`src/rtl/morse_decoder.sv`:
```
// Morse receiver: samples a keyed on/off line at the time-unit tick, classifies marks and
// spaces, and emits ASCII characters on a one-cycle strobe with a separate SOS prosign pulse.
module morse_decoder #(
   parameter int DOT_MAX  = 2,
   parameter int DASH_MAX = 6,
   parameter int CHAR_GAP = 3,
   parameter int WORD_GAP = 7,
   parameter int CNT_W    = 8
) (
   input  logic       clk,
   input  logic       rst,
   input  logic       tick,
   input  logic       din,
   output logic       sym_valid,
   output logic [7:0] sym,
   output logic       sos,
   output logic       busy
);

   typedef enum logic [1:0] {
      IDLE = 2'd0,
      MARK = 2'd1,
      GAP  = 2'd2
   } state_t;

   localparam logic [CNT_W-1:0] CNT_MAX  = '1;
   localparam logic [CNT_W-1:0] CNT_ONE  = CNT_W'(1);
   localparam logic [CNT_W-1:0] DOT_THR  = CNT_W'(DOT_MAX);
   localparam logic [CNT_W-1:0] DASH_THR = CNT_W'(DASH_MAX);
   localparam logic [CNT_W-1:0] CHAR_THR = CNT_W'(CHAR_GAP);
   localparam logic [CNT_W-1:0] WORD_THR = CNT_W'(WORD_GAP);
   localparam logic [8:0]       SOS_CODE = 9'b000111000;
   localparam logic [3:0]       LEN_MAX  = 4'd9;

   state_t           state, state_nx;
   logic             din_meta, din_sync;
   logic [CNT_W-1:0] mark_cnt, mark_nx;
   logic [CNT_W-1:0] gap_cnt, gap_nx;
   logic [8:0]       code, code_nx;
   logic [3:0]       len, len_nx;
   logic             bad, bad_nx;
   logic             ovf, ovf_nx;
   logic             have_char, have_nx;
   logic             sym_valid_nx, sos_nx;
   logic [7:0]       sym_nx;

   // ITU-R M.1677 letters and digits; first element sits in the highest used code bit.
   function automatic logic [7:0] decode(input logic [3:0] n, input logic [8:0] c);
      logic [8:0] key;
      logic [7:0] ch;
      key = {n, c[4:0]};
      ch  = 8'h3F;
      case (key)
         {4'd2, 5'b00001}: ch = "A";
         {4'd4, 5'b01000}: ch = "B";
         {4'd4, 5'b01010}: ch = "C";
         {4'd3, 5'b00100}: ch = "D";
         {4'd1, 5'b00000}: ch = "E";
         {4'd4, 5'b00010}: ch = "F";
         {4'd3, 5'b00110}: ch = "G";
         {4'd4, 5'b00000}: ch = "H";
         {4'd2, 5'b00000}: ch = "I";
         {4'd4, 5'b00111}: ch = "J";
         {4'd3, 5'b00101}: ch = "K";
         {4'd4, 5'b00100}: ch = "L";
         {4'd2, 5'b00011}: ch = "M";
         {4'd2, 5'b00010}: ch = "N";
         {4'd3, 5'b00111}: ch = "O";
         {4'd4, 5'b00110}: ch = "P";
         {4'd4, 5'b01101}: ch = "Q";
         {4'd3, 5'b00010}: ch = "R";
         {4'd3, 5'b00000}: ch = "S";
         {4'd1, 5'b00001}: ch = "T";
         {4'd3, 5'b00001}: ch = "U";
         {4'd4, 5'b00001}: ch = "V";
         {4'd3, 5'b00011}: ch = "W";
         {4'd4, 5'b01001}: ch = "X";
         {4'd4, 5'b01011}: ch = "Y";
         {4'd4, 5'b01100}: ch = "Z";
         {4'd5, 5'b11111}: ch = "0";
         {4'd5, 5'b01111}: ch = "1";
         {4'd5, 5'b00111}: ch = "2";
         {4'd5, 5'b00011}: ch = "3";
         {4'd5, 5'b00001}: ch = "4";
         {4'd5, 5'b00000}: ch = "5";
         {4'd5, 5'b10000}: ch = "6";
         {4'd5, 5'b11000}: ch = "7";
         {4'd5, 5'b11100}: ch = "8";
         {4'd5, 5'b11110}: ch = "9";
         default:          ch = 8'h3F;
      endcase
      return ch;
   endfunction

   // NOTE: synchronizer flops carry no reset so they keep tracking din while rst is held.
   always_ff @(posedge clk) begin
      din_meta <= din;
      din_sync <= din_meta;
   end

   always_comb begin
      // NOTE: every variable gets its hold value first, so no path can infer a latch.
      state_nx     = state;
      mark_nx      = mark_cnt;
      gap_nx       = gap_cnt;
      code_nx      = code;
      len_nx       = len;
      bad_nx       = bad;
      ovf_nx       = ovf;
      have_nx      = have_char;
      sym_nx       = sym;
      sym_valid_nx = 1'b0;
      sos_nx       = 1'b0;

      if (tick) begin
         case (state)
            IDLE: begin
               if (din_sync) begin
                  mark_nx  = CNT_ONE;
                  state_nx = MARK;
               end
            end

            MARK: begin
               if (din_sync) begin
                  if (mark_cnt != CNT_MAX) mark_nx = mark_cnt + CNT_ONE;
                  if (mark_nx > DASH_THR) bad_nx = 1'b1;
               end else begin
                  if (!bad) begin
                     if (len == LEN_MAX) begin
                        ovf_nx = 1'b1;
                     end else begin
                        code_nx = {code[7:0], (mark_cnt > DOT_THR)};
                        len_nx  = len + 4'd1;
                     end
                  end
                  gap_nx   = CNT_ONE;
                  state_nx = GAP;
               end
            end

            GAP: begin
               if (din_sync) begin
                  mark_nx  = CNT_ONE;
                  state_nx = MARK;
               end else begin
                  if (gap_cnt != CNT_MAX) gap_nx = gap_cnt + CNT_ONE;
                  if (gap_nx == CHAR_THR) begin
                     if (bad || ovf) begin
                        sym_valid_nx = 1'b1;
                        sym_nx       = 8'h3F;
                        have_nx      = 1'b1;
                     end else if (len == LEN_MAX && code == SOS_CODE) begin
                        sos_nx = 1'b1;
                     end else begin
                        sym_valid_nx = 1'b1;
                        sym_nx       = decode(len, code);
                        have_nx      = 1'b1;
                     end
                     code_nx = '0;
                     len_nx  = '0;
                     bad_nx  = 1'b0;
                     ovf_nx  = 1'b0;
                  end
                  if (gap_nx == WORD_THR) begin
                     if (have_char) begin
                        sym_valid_nx = 1'b1;
                        sym_nx       = 8'h20;
                        have_nx      = 1'b0;
                     end
                     state_nx = IDLE;
                  end
               end
            end

            default: state_nx = IDLE;
         endcase
      end
   end

   // NOTE: non-blocking assignments so every register samples the pre-edge values together.
   always_ff @(posedge clk) begin
      if (rst) begin
         state     <= IDLE;
         mark_cnt  <= '0;
         gap_cnt   <= '0;
         code      <= '0;
         len       <= '0;
         bad       <= 1'b0;
         ovf       <= 1'b0;
         have_char <= 1'b0;
         sym       <= 8'h00;
         sym_valid <= 1'b0;
         sos       <= 1'b0;
      end else begin
         state     <= state_nx;
         mark_cnt  <= mark_nx;
         gap_cnt   <= gap_nx;
         code      <= code_nx;
         len       <= len_nx;
         bad       <= bad_nx;
         ovf       <= ovf_nx;
         have_char <= have_nx;
         sym       <= sym_nx;
         sym_valid <= sym_valid_nx;
         sos       <= sos_nx;
      end
   end

   assign busy = (state != IDLE);

endmodule

```
`config.mk`:
```
export PLATFORM = sky130hd
export DESIGN_NAME = morse_decoder
export DESIGN_NICKNAME = d
export VERILOG_FILES = /design/src/rtl/morse_decoder.sv
export SDC_FILE = /design/constraint.sdc
export NUM_CORES = 1
export LEC_CHECK = 0
export ABC_AREA = 1
export CAP_MARGIN = 20
export CORE_MARGIN = 10
export CORE_UTILIZATION = 50
export CTS_CLUSTER_DIAMETER = 200
export DETAILED_ROUTE_END_ITERATION = 8
export PLACE_DENSITY = 0.72
export SETUP_SLACK_MARGIN = 0.5
export SLEW_MARGIN = 20
export SYNTH_ARGS = -nofsm -noshare
export SYNTH_HDL_FRONTEND = slang
export SYNTH_SLANG_ARGS = --single-unit
```
`constraint.sdc`:
```
create_clock -name clk -period 4.78 [get_ports clk]
set_input_delay 0.717 -clock clk [delete_from_list [all_inputs] [get_ports clk]]
set_output_delay 0.717 -clock clk [all_outputs]
set_load 0.01 [all_outputs]
```
# Word-level counts from Yosys, hierarchy flattened
# Index checks and enable logic that the tools add are counted.
# op_classes
addsub,3
eq_ne,55
muxes,57
n_bitwise,4
reduce_logical,16
order_cmp,2
# op_table
cell,n
$pmux 7 s36,1
$eq 9x8->1 const B,22
$mux 8,17
$eq 9x7->1 const B,12
$mux 9,5
$pmux 8 s2,2
$eq 9x6->1 const B,3
$mux 4,5
$mux 1,18
$ne 2x2->1 const B,9
$pmux 9 s2,1
$add 8x1->8 const B,2
$ne 8x8->1 const B,2
$reduce_and 7->1,2
$reduce_and 4->1,3
$eq 8x2->1 const B,1
$eq 8x3->1 const B,1
$gt 8x2->1 const B,1
$gt 8x3->1 const B,1
$mux 2,4
$pmux 4 s2,1
$pmux 2 s3,1
$reduce_and 6->1,1
$reduce_bool 2->1,3
other kinds (15),19
# totals
output_inout_bits,11
reg_bits,46
wordCells,150
in_bits,4

# Longest topological paths before layout
# logic_depth
ltp_word,9
depth_mapped,16
mapped_depth_nobuf,16

# Worst setup path before layout
# No wires, ideal clock.
# synth_path
kind,reg2reg
from,reg gap_cnt[0]
to,reg len[0]
setup_time_ns,0.112
t_arrival_ns,1.685
required_ns,4.668
path_stages_with_launch,14
path_buffers,1
period_less_slack_ns,1.797
setup_slack_ns,2.983
cell_sequence,dfxtp_1 -> ha_1 -> nand3_2 -> inv_2 -> nand2_1 -> nand2_1 -> nand4_1 -> nor2_4 -> nand2_4 -> nand2_4 -> nand2_4 -> buf_6 -> o21ai_2 -> inv_1
# synth_between
elab_chain_len,8
word_cells_on_any_way,9
classes_between,add/sub (1); eq/ne (3); mux (4); reduce/logical (1)
# synth_lines
element,line_no,rtl
from (decl),38,"logic [CNT_W-1:0] gap_cnt, gap_nx;"
from (signal assigned),198,gap_cnt <= gap_nx;
$add 8x1->8 or $ne 8x8->1 (tied branches),147,if (gap_cnt != CNT_MAX) gap_nx = gap_cnt + CNT_ONE;
$mux 8 (*),147,
$mux 8 (*),143,if (din_sync) begin
$mux 8 (*),116,case (state)
$mux 8 (*),115,if (tick) begin
$eq 8x2->1 (*),148,if (gap_nx == CHAR_THR) begin
$ne 2x2->1 (no source line) (*),n/a,
$reduce_and 7->1 (no source line) (*),n/a,
to (signal assigned),200,len <= len_nx;
to (decl),40,"logic [3:0] len, len_nx;"
# Mark *: on every way between the ends. The rest lies on a longest branch, timed or not. The select of a mux whose other input is x is not followed.
# A chain may end at the register's enable or synchronous reset.

# Final worst setup path
# layout_path
from,reg len[0]
to,reg sym[3]
# layout_between
elab_chain_len,7
word_cells_on_any_way,44
classes_between,eq/ne (37); mux (6); reduce/logical (1)
# layout_lines
element,line_no,rtl
$eq 9x8->1 (tied with other cells),53,case (key)
$pmux 7 s36 or $logic_and 1x1->1 (tied branches),"53, 153",
$mux 8 (*),153,end else if (len == LEN_MAX && code == SOS_CODE) begin
$mux 8 (*),149,if (bad || ovf) begin
$mux 8 (*),148,
$mux 8,166,if (have_char) begin
$mux 8 (*),165,if (gap_nx == WORD_THR) begin
to (signal assigned),204,sym <= sym_nx;
to (decl),15,"output logic [7:0] sym,"
# Mark *: on every way between the ends. The rest lies on a longest branch, timed or not.

==> results by stage <==
Clock tree:
- The maximum clock path buffer count is 2.
- Clock latency on the worst-skew pair, taken at its later pin, is 0.30 ns.
- The library cell used as clock root buffer is clkbuf_8.
- The H-tree depth is 2.
- Buffers inserted during clock tree synthesis total 5.
- Clock-pin slew was measured on the worst setup and hold paths at 0.09 ns.
- Post-CTS repair changed the size of 0 cells.
- The TritonCTS sink count is 46.
- The clock tree from TritonCTS is built.
- In this run, post-CTS hold repair placed 0 buffers.
- The buffer count from post-CTS setup fixing is 0.

Logic synthesis:
- Summed over its instances, the top area cell type makes up between 20 and 30% of the synthesized netlist area.
- The post-synthesis register bit count is 46.
- The netlist area before placement is ~0.0031 mm2.
- The most common cell in the synthesized netlist is nand2_1.
- After synthesis, the most frequently instantiated cells are 146 x nand2_1, 62 x inv_1, 61 x nor2_1.
- For this run, asynchronously set or reset flops after synthesis account for 0%.
- For this run, the number of Yosys warnings is 0.
- The synthesized net count is 516.
- Yosys mapped a number of flops with a built-in enable equal to 0.
- The post-synthesis sequential area ratio is 29.6%.
- The unique cell type count in the Yosys netlist is slightly above 40.
- For this run, the leading register cell type out of synthesis is dfxtp_1.
- After synthesis, the cell types taking the most area are dfxtp_1 30%, nand2_1 18%, nand3_1 7.6%.
- The average instance area after synthesis is 6.14 um2.
- The synthesized instance count is 507.
- The biggest area contributor in the post-synthesis netlist is dfxtp_1.

Power and ir drop:
- The overall power of the completed layout is about 0.00077 W.
- The leakage power summed over all cells is 1.48 nW.
- Internal power comes to 0.000572 W.
- Combinational cells account for 10.4% of the total power.
- The power spent charging and discharging nets is ~0.0002 W.
- IR analysis of the VDD net gives a maximum drop of 0.187 mV.
- The fraction of power consumed by the clock network is between 30% and 40%.
- The sequential share of power is ~51%.
- The switching portion of total power is about a quarter.
- The total power density per cell area is between 200 and 250 mW/mm2.

STA:
- The post-layout minimum cycle time is ~2.3 ns.
- The number of setup violations in the final report is 0.
- The number of pins with negative max-slew slack in the final report is 0.
- The worst hold slack is 0.332 ns.
- The period utilization is 47.8%.
- Setup repair after global routing left no endpoint under its margin.
- The timing-limited maximum frequency is 0.437 GHz.
- At the pin with the least slew margin, the transition time is between 0.6 and 0.7 ns.
- Setup total negative slack on the finished layout was measured at 0 ns.
- In this run the tightest slew margin relative to its limit is 54.8%.
- The clock tree skew after final layout is 0.00718 ns.
- The hold violation total from the final report is 0.

Critical path:
- Among all stages on the critical path, the largest delay is contributed by nor2_1.
- The cell type with the highest occurrence count on the critical path is nand2_1.
- Of all nets on the critical path, the largest fanout is 11.
- The endpoint kind of the worst setup timing path is a register.
- On the worst path, the slowest cell contributes a delay of 0.53 ns.
- The endpoint required time on the critical path is 4.96 ns.
- The setup slack of the most critical reg-to-reg path is around 2.5 ns.
- The critical path goes through inv_1 > nand2_1 > nor2_1 > nand2_1 > nor2_1 > nor2_1 > nand3_1 > nor2_2 > nand2_1 > nand3_1 > nand2_1 > a21oi_1.
- The startpoint-to-endpoint class of the critical path is register to register.
- Data on the critical path arrives at its endpoint at 2.46 ns.
- The type of element launching the critical path is a register.

Drt:
- In the final routed layout, each cell accounts on average for 12.7 um.
- The vias per cell is around 5.4.
- The detailed router finished its first iteration with 216 violations.
- The overall via count from detail_route is 3,223.
- The post-detailed-routing wire length is between 7000 and 8000 um.
- The pre-antenna-repair detailed-routing pass consisted of 5 iterations.
- The detail route stage leaves a number of antenna-violating nets equal to 0.
- The post-route DRC violation count is 0.

Floorplanning:
- The total I/O pin count is 15.
- Measured along the y axis, the die boundary spans around 99 um.
- The initial utilization of the core area, before any placement, comes to roughly 52%.
- The number of placement rows is 28.
- The die is 98.9 um wide.
- The floorplan step defined a die boundary enclosing 0.00978 mm2.
- The total core area is 0.00599 mm2.

Global route:
- The pin count of the biggest net entering global routing is 33.
- The initial antenna violation count is 0.
- The total overflow left after global routing is 0.
- The global-route total usage across every layer is 15.4%.
- The via count of the first global-routing pass is 2,866.
- The wire length of the first global-routing pass is 13,100 um.

Final layout:
- Relative to the synthesized area, the layout overhead comes to 9.81%.
- Across the whole layout, storage elements account for 921 um2.
- Cells with a size suffix above 1 make up 8.05% of the layout.
- In the final design database the tool counted 530 nets.
- The filler cells instantiated in the layout total approximately 580.
- The number of antenna cells inserted is 0.
- The area of the multi-input gates is 0.00189 mm2.
- The number of standard cells in the final layout excluding fillers is approximately 600.

Worst hold path:
- The path type of the worst min-delay path is register to register.

Placement:
- Detailed placement ended at an HPWL of 5880 um.
- The number of buffers inserted by port buffering is 14.
- The global placer's final weighted congestion is around 0.94.
- Including well taps, the total number of placed cells is roughly 590.

Run status:
- The run finished with clean final reports.

Run:
- The number of max-cap violations is 0.
area by class of cell:
type / instances / share of cell area, %
Clock buffer: 5 / 2.01
Clock inverter: 3 / 1.28
Inverter: 68 / 7.47
Multi-Input combinational cell: 385 / 55.2
Sequential cell: 46 / 26.9
Tap cell: 75 / 2.75
Timing Repair Buffer: 15 / 4.32
through the flow:
stage	utilization [%]	worst slack (ns)	instance area, um2
floorplan	-	2.98	3110
global placement	55.2	2.39	3310
detailed placement	55.2	2.33	3310
CTS	57.1	2.50	3420
global route	57.1	2.20	3420
finish	57.1	2.49	3420
state kept, by name (all words and copies together) (netlist names):
register	cells
code	9
gap_cnt	8
mark_cnt	8
sym	8
len	4
state	2
bad	1
din_meta	1
din_sync	1
have_char	1
ovf	1
sos	1
sym_valid	1
metal layers:
layer  up-vias  track usage (%)  part of all wire [%]
li1       1680                -                     -
met1      1425             21.2                    48
met2       105             23.3                    43
met3        13             3.21                   7.1
met4         0             4.30                   1.3
met5         -                0                     0
kinds of logic (layout without fill, tap and decap cells):
| logic type | Yosys count | count (layout) | share of synthesized area (%) |
|---|---|---|---|
| buf+inv | 76 | 91 | 9.77 |
| flops | 46 | 46 | 29.6 |
| simple gates | 300 | 300 | 43.5 |
| compound gates | 75 | 75 | 13.7 |
| xor+xnor | 5 | 5 | 1.41 |
| fa+ha+maj | 5 | 5 | 2.01 |
cell usage in the layout, fill, tap and decap left out, types with 3 or more instances in the layout:
cell type and count:
nor2_2 5, nand2_4 3, xor2_1 4, inv_1 62, nand2_1 146, o21ai_0 14
o21ai_2 3, dfxtp_1 46, nor2_1 61, ha_1 5, a21oi_1 41, clkbuf_8 5
clkdlybuf4s50_1 14, nand3_1 47, nand4_1 10, nor2_4 5, nand2_2 5, o32ai_1 3
inv_2 6, nor3_1 7
power groups by stage:
stage	Combinational, W	Sequential (W)	Clock, W
final	0.0000799	0.000395	0.000294
after global routing	0.0000903	0.000396	0.000316
after CTS	0.0000800	0.000395	0.000299
after detailed placement	0.0000795	0.000404	0
after global placement	0.0000791	0.000403	0
after floorplan	0.0000607	0.000402	0
worst paths after layout:
kind | cells past startpoint | from | end
worst max-delay path | 12 | len[0]$_SDFFE_PP0P_ | sym[3]$_SDFFE_PP0P_
worst min-delay path | 0 | din_meta$_DFF_P_ | din_sync$_DFF_P_
worst max register to register | 12 | len[0]$_SDFFE_PP0P_ | sym[3]$_SDFFE_PP0P_
worst min register to register | 0 | din_meta$_DFF_P_ | din_sync$_DFF_P_
critical path: cells and delay by family (launching register included):
kind / cells / cell delay (ns)
AO/OA/AOI/OAI: 1 / 0.06
AND/OR/NAND/NOR: 10 / 1.57
flip-flops: 1 / 0.37
buffers and inverters: 1 / 0.15
No activity file was read; power rests on OpenSTA's default activity.
